[config.mk]
export PLATFORM = sky130hd
export DESIGN_NAME = alu_issue
export DESIGN_NICKNAME = d
export VERILOG_FILES = /design/src/rtl/alu_pkg.sv /design/src/rtl/imm_gen.sv /design/src/rtl/alu_issue.sv
export SDC_FILE = /design/constraint.sdc
export NUM_CORES = 1
export LEC_CHECK = 0
export BUFFER_PORTS_ARGS = -buffer_cell sky130_fd_sc_hd__buf_2
export CAP_MARGIN = 20
export CORE_AREA = 3 3 178 180
export CTS_BUF_LIST = sky130_fd_sc_hd__clkbuf_2
export DETAILED_ROUTE_END_ITERATION = 10
export DIE_AREA = 0 0 181 183
export PLACE_DENSITY = 0.71
export SLEW_MARGIN = 25
export SYNTH_ARGS = -nofsm -noshare
export SYNTH_HDL_FRONTEND = slang
export SYNTH_SLANG_ARGS = --single-unit
[constraint.sdc]
create_clock -name CLK -period 5 [get_ports CLK]
set_clock_uncertainty 0.2 [all_clocks]
set_input_delay 0.75 -clock CLK [delete_from_list [all_inputs] [get_ports CLK]]
set_output_delay 0.75 -clock CLK [all_outputs]
set_load 0.03 [all_outputs]
[src/rtl/alu_pkg.sv]
// rtl/alu_pkg.sv - shared opcode/funct encodings and decode types for the ALU issue stage
package alu_pkg;

  localparam logic [6:0] OPC_OP     = 7'b0110011;
  localparam logic [6:0] OPC_OP_IMM = 7'b0010011;
  localparam logic [6:0] OPC_LUI    = 7'b0110111;
  localparam logic [6:0] OPC_AUIPC  = 7'b0010111;

  localparam logic [2:0] ADD     = 3'b000;
  localparam logic [2:0] SLL     = 3'b001;
  localparam logic [2:0] SLT     = 3'b010;
  localparam logic [2:0] SLTU    = 3'b011;
  localparam logic [2:0] XOR     = 3'b100;
  localparam logic [2:0] SRL_SRA = 3'b101;
  localparam logic [2:0] OR      = 3'b110;
  localparam logic [2:0] AND     = 3'b111;

  localparam logic [6:0] F7_ALT  = 7'b0100000;
  localparam logic [6:0] F7_NONE = 7'b0000000;

  typedef enum logic {
    IMM_I,
    IMM_U
  } imm_type_t;

  // True for the opcodes this stage can hand to the ALU.
  function automatic logic is_supported(input logic [6:0] opc);
    return (opc == OPC_OP) || (opc == OPC_OP_IMM) ||
           (opc == OPC_LUI) || (opc == OPC_AUIPC);
  endfunction

endpackage

[src/rtl/imm_gen.sv]
// rtl/imm_gen.sv - sign-extended I/U immediate generator
module imm_gen
  import alu_pkg::*;
#(
  parameter int XLEN = 64
) (
  input  logic [31:0]     inst,
  input  imm_type_t       imm_type,
  output logic [XLEN-1:0] imm_val
);

  // Low instruction bits never carry immediate data for I/U forms.
  logic unused_low_bits;
  assign unused_low_bits = ^inst[11:0];

  // Select and sign-extend the immediate field for the decoded format.
  always_comb begin
    imm_val = '0;
    case (imm_type)
      IMM_I:   imm_val = {{(XLEN-12){inst[31]}}, inst[31:20]};
      IMM_U:   imm_val = {{(XLEN-32){inst[31]}}, inst[31:12], 12'b0};
      default: imm_val = '0;
    endcase
  end

endmodule

[src/rtl/alu_issue.sv]
// rtl/alu_issue.sv - RV64I decode/issue stage feeding a registered ALU, with result forwarding
module alu_issue
  import alu_pkg::*;
#(
  parameter int XLEN = 64
) (
  input  logic            CLK,
  input  logic            RST_N,
  input  logic            in_valid,
  output logic            in_ready,
  input  logic [31:0]     inst,
  input  logic [XLEN-1:0] pc,
  input  logic            stall,
  output logic [4:0]      rs1_addr,
  output logic [4:0]      rs2_addr,
  input  logic [XLEN-1:0] rs1_data,
  input  logic [XLEN-1:0] rs2_data,
  input  logic [XLEN-1:0] alu_res,
  output logic            imm,
  output logic [XLEN-1:0] op1,
  output logic [XLEN-1:0] op2,
  output logic [2:0]      funct3,
  output logic [6:0]      funct7,
  output logic            out_valid,
  output logic [4:0]      out_rd,
  output logic            wb_valid,
  output logic [4:0]      wb_rd,
  output logic            illegal
);

  logic [XLEN-1:0] op1_q;
  logic [XLEN-1:0] op2_q;
  logic            fwd1;
  logic            fwd2;

  logic            accept;
  logic            transfer;
  logic [6:0]      opcode;

  logic            dec_ok;
  logic            dec_imm;
  logic [2:0]      dec_f3;
  logic [6:0]      dec_f7;
  logic            use_rs1;
  logic            use_rs2;
  logic            op1_is_pc;
  imm_type_t       imm_type;
  logic [XLEN-1:0] imm_val;

  logic            src1_fwd;
  logic            src2_fwd;
  logic [XLEN-1:0] src1_val;
  logic [XLEN-1:0] src2_val;

  assign opcode   = inst[6:0];
  assign rs1_addr = inst[19:15];
  assign rs2_addr = inst[24:20];
  assign in_ready = ~stall;
  assign accept   = in_valid && in_ready;
  assign transfer = out_valid && ~stall;

  imm_gen #(
    .XLEN(XLEN)
  ) u_imm_gen (
    .inst    (inst),
    .imm_type(imm_type),
    .imm_val (imm_val)
  );

  // Classify the incoming word and derive ALU control fields.
  always_comb begin
    dec_ok    = 1'b0;
    dec_imm   = 1'b0;
    dec_f3    = inst[14:12];
    dec_f7    = inst[31:25];
    use_rs1   = 1'b0;
    use_rs2   = 1'b0;
    op1_is_pc = 1'b0;
    imm_type  = IMM_I;
    case (opcode)
      OPC_OP: begin
        dec_ok  = 1'b1;
        use_rs1 = 1'b1;
        use_rs2 = 1'b1;
      end
      OPC_OP_IMM: begin
        // bit 25 belongs to the 6-bit shamt, so it must not leak into funct7
        dec_ok  = 1'b1;
        use_rs1 = 1'b1;
        dec_imm = 1'b1;
        dec_f7  = {inst[31:26], 1'b0};
      end
      OPC_LUI: begin
        dec_ok   = 1'b1;
        dec_imm  = 1'b1;
        imm_type = IMM_U;
        dec_f3   = ADD;
        dec_f7   = F7_NONE;
      end
      OPC_AUIPC: begin
        dec_ok    = 1'b1;
        dec_imm   = 1'b1;
        op1_is_pc = 1'b1;
        imm_type  = IMM_U;
        dec_f3    = ADD;
        dec_f7    = F7_NONE;
      end
      default: dec_ok = 1'b0;
    endcase
  end

  // Operand 1 source: x0, in-flight producer, result on the wb bus, or regfile.
  always_comb begin
    src1_fwd = 1'b0;
    src1_val = '0;
    if (!use_rs1) begin
      src1_val = op1_is_pc ? pc : '0;
    end else if (rs1_addr == 5'd0) begin
      src1_val = '0;
    end else if (transfer && (out_rd == rs1_addr) && (out_rd != 5'd0)) begin
      src1_fwd = 1'b1;
    end else if (wb_valid && (wb_rd == rs1_addr) && (wb_rd != 5'd0)) begin
      src1_val = alu_res;
    end else begin
      src1_val = rs1_data;
    end
  end

  // Operand 2 source: immediate for non-register forms, otherwise as operand 1.
  always_comb begin
    src2_fwd = 1'b0;
    src2_val = '0;
    if (!use_rs2) begin
      src2_val = imm_val;
    end else if (rs2_addr == 5'd0) begin
      src2_val = '0;
    end else if (transfer && (out_rd == rs2_addr) && (out_rd != 5'd0)) begin
      src2_fwd = 1'b1;
    end else if (wb_valid && (wb_rd == rs2_addr) && (wb_rd != 5'd0)) begin
      src2_val = alu_res;
    end else begin
      src2_val = rs2_data;
    end
  end

  // Issue registers, forwarding flags, writeback tag and illegal pulse.
  always_ff @(posedge CLK) begin
    if (!RST_N) begin
      out_valid <= 1'b0;
      out_rd    <= '0;
      imm       <= 1'b0;
      funct3    <= '0;
      funct7    <= '0;
      op1_q     <= '0;
      op2_q     <= '0;
      fwd1      <= 1'b0;
      fwd2      <= 1'b0;
      wb_valid  <= 1'b0;
      wb_rd     <= '0;
      illegal   <= 1'b0;
    end else begin
      illegal  <= accept && !dec_ok;
      wb_valid <= transfer && (out_rd != 5'd0);
      wb_rd    <= out_rd;
      if (stall) begin
        // capture the producer's result now; the ALU will move on after release
        if (fwd1) begin
          op1_q <= alu_res;
          fwd1  <= 1'b0;
        end
        if (fwd2) begin
          op2_q <= alu_res;
          fwd2  <= 1'b0;
        end
      end else if (accept && dec_ok) begin
        out_valid <= 1'b1;
        out_rd    <= inst[11:7];
        imm       <= dec_imm;
        funct3    <= dec_f3;
        funct7    <= dec_f7;
        op1_q     <= src1_val;
        op2_q     <= src2_val;
        fwd1      <= src1_fwd;
        fwd2      <= src2_fwd;
      end else begin
        out_valid <= 1'b0;
      end
    end
  end

  assign op1 = fwd1 ? alu_res : op1_q;
  assign op2 = fwd2 ? alu_res : op2_q;

endmodule

==> run metrics, run 1 <==
status=finished clean; first-pass GRT wire length=between 80000 and 90000 um; Layout area overhead=29.4%; Max-Cap Viols=0; Critical Path AT=2.82 ns; Synth top area share=25.1%; initial core utilization=approximately two fifths; Die Area=roughly 33000 um2; clock-pin slew on the worst setup and hold paths=0.29 ns; GRT overflow=0; CTS tree=done; maximum vdd ir drop=around 0.12 mV; RSZ-0062 raised after global routing=false; largest net degree at the start of global routing=209; Worst Max-Slew Pin Slew=1.07 ns; Clk Latency, worst-skew pair=0.80 ns; Max-slew headroom=28.7%; Req. time, crit path=4.05 ns; Die X=181 um; commonest cells in the synthesized netlist=dfxtp_1 (154), a21oi_1 (137), nor2_1 (127); layout cells sized above 1=a little under a third; initial drt markers=1998; post_cts resized=0; async set-reset flop share out of synthesis=0%; Non-Filler Instances=2410; first-pass iteration count of the detailed router=6; pwr dens=189 nW/um2; Post-Syn Area=12300 um2; initial antenna violation count=4; clk sinks=154; post-route minimum period=3.77 ns; Via Count=15300; vias in the first global route=14500; Fin Setup TNS=0 ns; syn avg cell area=around 7.8 um2; I/O pin count=455; H-tree levels=4; setup violators final=0; GRT Util Overall=31.4%; area leader, netlist=dfxtp_1; vias per cell=6.37; crit start category=primary input; Mapped Cells=approximately 1600; Remaining DRCs=0; cts bufs inserted=17; CP Capture Type=output pin; EDFF count, synth=0; Final Wtd Congestion=0.913; final instance area=15900 um2; cell with the most instances after synthesis=dfxtp_1; count of pins over their slew limit=0; dominant cells by area after synthesis=dfxtp_1 (25%), mux2i_1 (9.8%), mux2_2 (8.7%); post-DP HPWL=approximately 36000 um; Pleak=about 7.5 nW; wirelength, routed=55800 um; Seq/Total Area, Yosys=25.1%; CTS Root Cell=clkbuf_2; top_reg_cell synth=dfxtp_1; FF+latch count, synth=154; Mapped Nets=1863; Die Y=183 um; DP Area=14600 um2; Yosys Warn Count=0; Reg2Reg Setup Slack=between 1.5 and 2 ns; post-DR wirelength/cell=23.1 um; Critical Setup Path Class=primary input to output pin; NumNets Final=between 2000 and 2500; critical path peak fanout=91; Final period util=between 70% and 80%; Longest Clk Path Bufs=2; Final Hold Fails=0; Distinct cells, synth=62; fmax=265 MHz; HP Class=primary input to flip-flop; Cell Rows=between 60 and 70; Inst Count DP=about 2300; Port Buf Inserts=~450; Core ar.=30300 um2; Final ANT Viol Nets=0
==> where the power goes <==
group / total, mW / switching, mW / internal (mW)
registers: 1.32 / 0.0364 / 1.28
logic: 0.903 / 0.537 / 0.365
clock network: 0.790 / 0.552 / 0.238
==> what timing repair did <==
item                                   CTS  global route
endpoints found under the hold margin   97             1
hold buffers                           105             1
setup buffers                            0             0
==> registers in the layout, indices dropped and copies added (netlist names) <==
register   count
op2_q         64
fwd1           1
illegal        1
fwd2           1
funct7         7
wb_rd          5
wb_valid       1
funct3         3
op1_q         64
out_valid      1
imm            1
out_rd         5
==> final timing paths <==
kind,start,endpoint,cells after the start
min reg2reg,funct7[0],funct7[0],2
max reg2reg,out_rd[0],op2_q[63],6
max,stall,in_ready,5
min,alu_res[63],op2_q[63],3
==> logic make-up (layout without fill, tap and decap cells) <==
family / after synthesis / count (layout) / synth area share (%)
buffers and inverters: 214 / 653 / 7.54
flip-flops: 154 / 154 / 25.1
other: 0 / 4 / 0
XOR/XNOR: 20 / 20 / 1.42
AND/OR/NAND/NOR: 415 / 415 / 16.6
multiplexers: 216 / 216 / 18.5
AO/OA/AOI/OAI: 552 / 552 / 30.8
==> layout by cell type (no fill, tap or decap), drive strengths merged, types with 39 or more instances in the layout <==
cell type,netlist,layout
nand3,88,88
dlygate4sd3,0,106
or3,39,39
a21oi,137,137
buf,61,475
nand2,78,78
nor2,127,127
a211oi,42,42
dfxtp,154,154
o21ai,124,124
inv,38,40
mux2i,121,121
mux2,95,95
==> through the flow <==
stage	util [%]	setup slack (ns)	hold WS, ns	power, mW
final	52.5	1.23	0.0837	3.01
after global routing	52.4	1.21	0.0115	3.14
after CTS	52.4	1.30	0.00231	3.00
after detailed placement	48.1	1.32	0.266	2.16
after global placement	48.0	1.32	0.265	2.14
after floorplan	-	2.28	0.336	1.83
==> layout make-up <==
type,instances,area [um2]
clock buffers,19,95.1
clock inverters,13,146
well taps,396,495
diodes,4,10.0
repair buffers,582,3560
fillers,2875,14400
inverters,39,148
multi-input cells,1203,8380
flip-flops and latches,154,3090
==> routing by layer <==
metal	global-route usage (%)	share of wire, %
met4	13.2	4.4
met5	0	0.047
met1	41.0	40
met2	49.9	45
met3	7.81	11
==> critical path, cell delays in order <==
cell and delay (ns):
clkbuf_8 0.33, clkinv_2 0.13, buf_4 0.58, buf_4 0.62, buf_2 0.31
No activity file was read; power rests on OpenSTA's default activity.
==> run 2: changes to the inputs <==
- clock period: 5 -> 3.75 ns (I/O delays scaled with it)
==> run 2 against run 1 <==
Net effect: via count increased by 6.9%; highest routed layer is now met4; total power up 38%; final area grew 13%; clock-buffer cell count fell by 1; utilization up 6.7 points; combinational power rose by 52%; sequential share of layout area shrank 2.2 points; critical endpoint is now op1_q[1]; largest cell class unchanged.
==> run metrics, run 2 (synthesis results as in run 1) <==
HP Class=primary input to flip-flop; cts bufs inserted=17 (unchanged); Final Hold Fails=0 (unchanged); clock-pin slew on the worst setup and hold paths=0.30 ns (about the same); RSZ-0062 raised after global routing=false; Non-Filler Instances=2615 (+8.5%); final instance area=18000 um2 (+13%); Final Wtd Congestion=0.928 (+1.6%); commonest cells after routing, fill and taps aside=buf_2 (452), dlygate4sd3_1 (297), dfxtp_1 (152); Final period util=between 90% and 100%; Final ANT Viol Nets=0 (unchanged); fmax=271 MHz; Via Count=16400 (+6.9%); clk sinks=154 (unchanged); Core ar.=30300 um2 (unchanged); NumNets Final=2491 (+8.8%); Fin Setup TNS=0 ns (unchanged); Clk Latency, worst-skew pair=0.75 ns (-0.05 ns); GRT overflow=0 (unchanged); vias in the first global route=16300 (+12%); Worst Max-Slew Pin Slew=1.07 ns (-0.000884 ns); DP Area=14700 um2 (+0.91%); Remaining DRCs=0 (unchanged); Cell Rows=64 (unchanged); Layout area overhead=46.0%; setup violators final=0 (unchanged); largest net degree at the start of global routing=190 (-9.1%); most frequent CP cell=dlygate4sd3_1; Inst Count DP=2279 (+0.49%); CP Capture Type=flip-flop; Die X=181 um (unchanged); Longest Clk Path Bufs=2 (unchanged); CTS tree=done; crit start category=flip-flop; first-pass GRT wire length=90400 um (+8.3%); final hold slack=0.0764 ns (-0.00728 ns); layout cells sized above 1=29.0% (-2.5 points); Pleak=8.48 nW (+13%); Max-Cap Viols=0 (unchanged); Critical Setup Path Class=flip-flop to flip-flop; initial core utilization=40.5% (unchanged); wirelength, routed=59400 um (+6.6%); top flop regs=op1_q: 64 flops, op2_q: 64 flops, funct7: 7 flops; first-pass iteration count of the detailed router=6 (unchanged); CP top delay family=buffers and inverters; critical path peak fanout=29 (-68%); pwr dens=232 nW/um2 (+23%); Req. time, crit path=4.20 ns (+0.15 ns); highest-delay cell along the critical path=dlygate4sd3_1; H-tree levels=4 (unchanged); commonest non-fill, non-tap cell in the layout=buf_2; GRT Util Overall=33.7% (+2.3 points); Die Y=183 um (unchanged); initial drt markers=2035 (+1.9%); CP Cell Sequence=or4_4 > o211a_2 > nand2_4 > mux2i_1 > dlygate4sd3_1 > o22ai_1 > dlygate4sd3_1; initial antenna violation count=6 (+2); Final Worst Setup Slack=0.0650 ns (-1.17 ns); vias per cell=6.27 (-1.5%); Critical Path Max Stage Delay=0.59 ns (-0.03 ns); Die Area=33100 um2 (unchanged); pre-CTS setup slack=0.799 ns (-0.521 ns); post-DP HPWL=37300 um (+3.1%); CP Buf/Inv Count=2 (-3); Critical Path AT=4.13 ns (+1.31 ns); CTS Root Cell=clkbuf_2; I/O pin count=455 (unchanged); maximum vdd ir drop=0.234 mV (+96%); Max-slew headroom=28.8% (+0.059 points); count of pins over their slew limit=0 (unchanged); post-DR wirelength/cell=22.7 um (-1.8%); post-route minimum period=3.69 ns; Port Buf Inserts=454 (unchanged); status=finished clean
-- run 2: cell count changes in the layout (fill, tap and decap cells not counted), moves of 3 or more --
cell,previous run,this run
buf_12,4,8
buf_4,19,26
inv_6,1,5
diode_2,4,7
dlygate4sd3_1,106,297
-- run 2: layout make-up --
cell class                 count  area [um2]
clock inverter                14         134
inverter                      39         148
antenna                        7        17.5
fill                        2670       12400
sequential                   154        3090
clock buffer                  18        90.1
multi-input combinational   1203        8380
timing repair buffer         784        5600
tap                          396         495
-- run 2: worst paths after layout --
path	startpoint	end	slack (ns)	cells after the start
min reg2reg	funct7[0]	funct7[0]	0.33	2
max	wb_rd[1]	op1_q[1]	0.07	7
max reg2reg	wb_rd[1]	op1_q[1]	0.07	7
min	rs1_data[25]	op1_q[25]	0.08	4
-- run 2: per-stage QoR --
step / power, mW / utilization, %
after floorplan: 2.44 / -
after CTS: 4.12 / 59.1
after global placement: 2.85 / 48.5
after detailed placement: 2.88 / 48.5
final: 4.16 / 59.2
after global routing: 4.33 / 59.2
-- run 2: power breakdown --
part	leakage (nW)	total (mW)	internal [mW]	switching, mW
sequential	1.26	1.76	1.71	0.0511
combinational	7.08	1.37	0.617	0.757
clock	0.136	1.03	0.261	0.766
total	8.48	4.16	2.59	1.57
-- run 2: routing by layer --
metal / share of wire, % / global-route usage (%)
met5: 0 / 0
met4: 5.0 / 16.4
met3: 10 / 6.64
met1: 38 / 42.4
met2: 46 / 55.5
-- run 2: tightest hold or removal path, stage by stage --
cell	delay, ns
buf_2	0.11
o21ai_1	0.06
a21oi_1	0.08
o211a_1	0.20
-- run 2: timing repair --
action                                  in CTS  in global routing
hold buffers                               297                  0
endpoints found under the setup margin       0                  1
buffers inserted                             0                  0
gates resized for setup                      0                  1
hold endpoints to repair                   146                  0
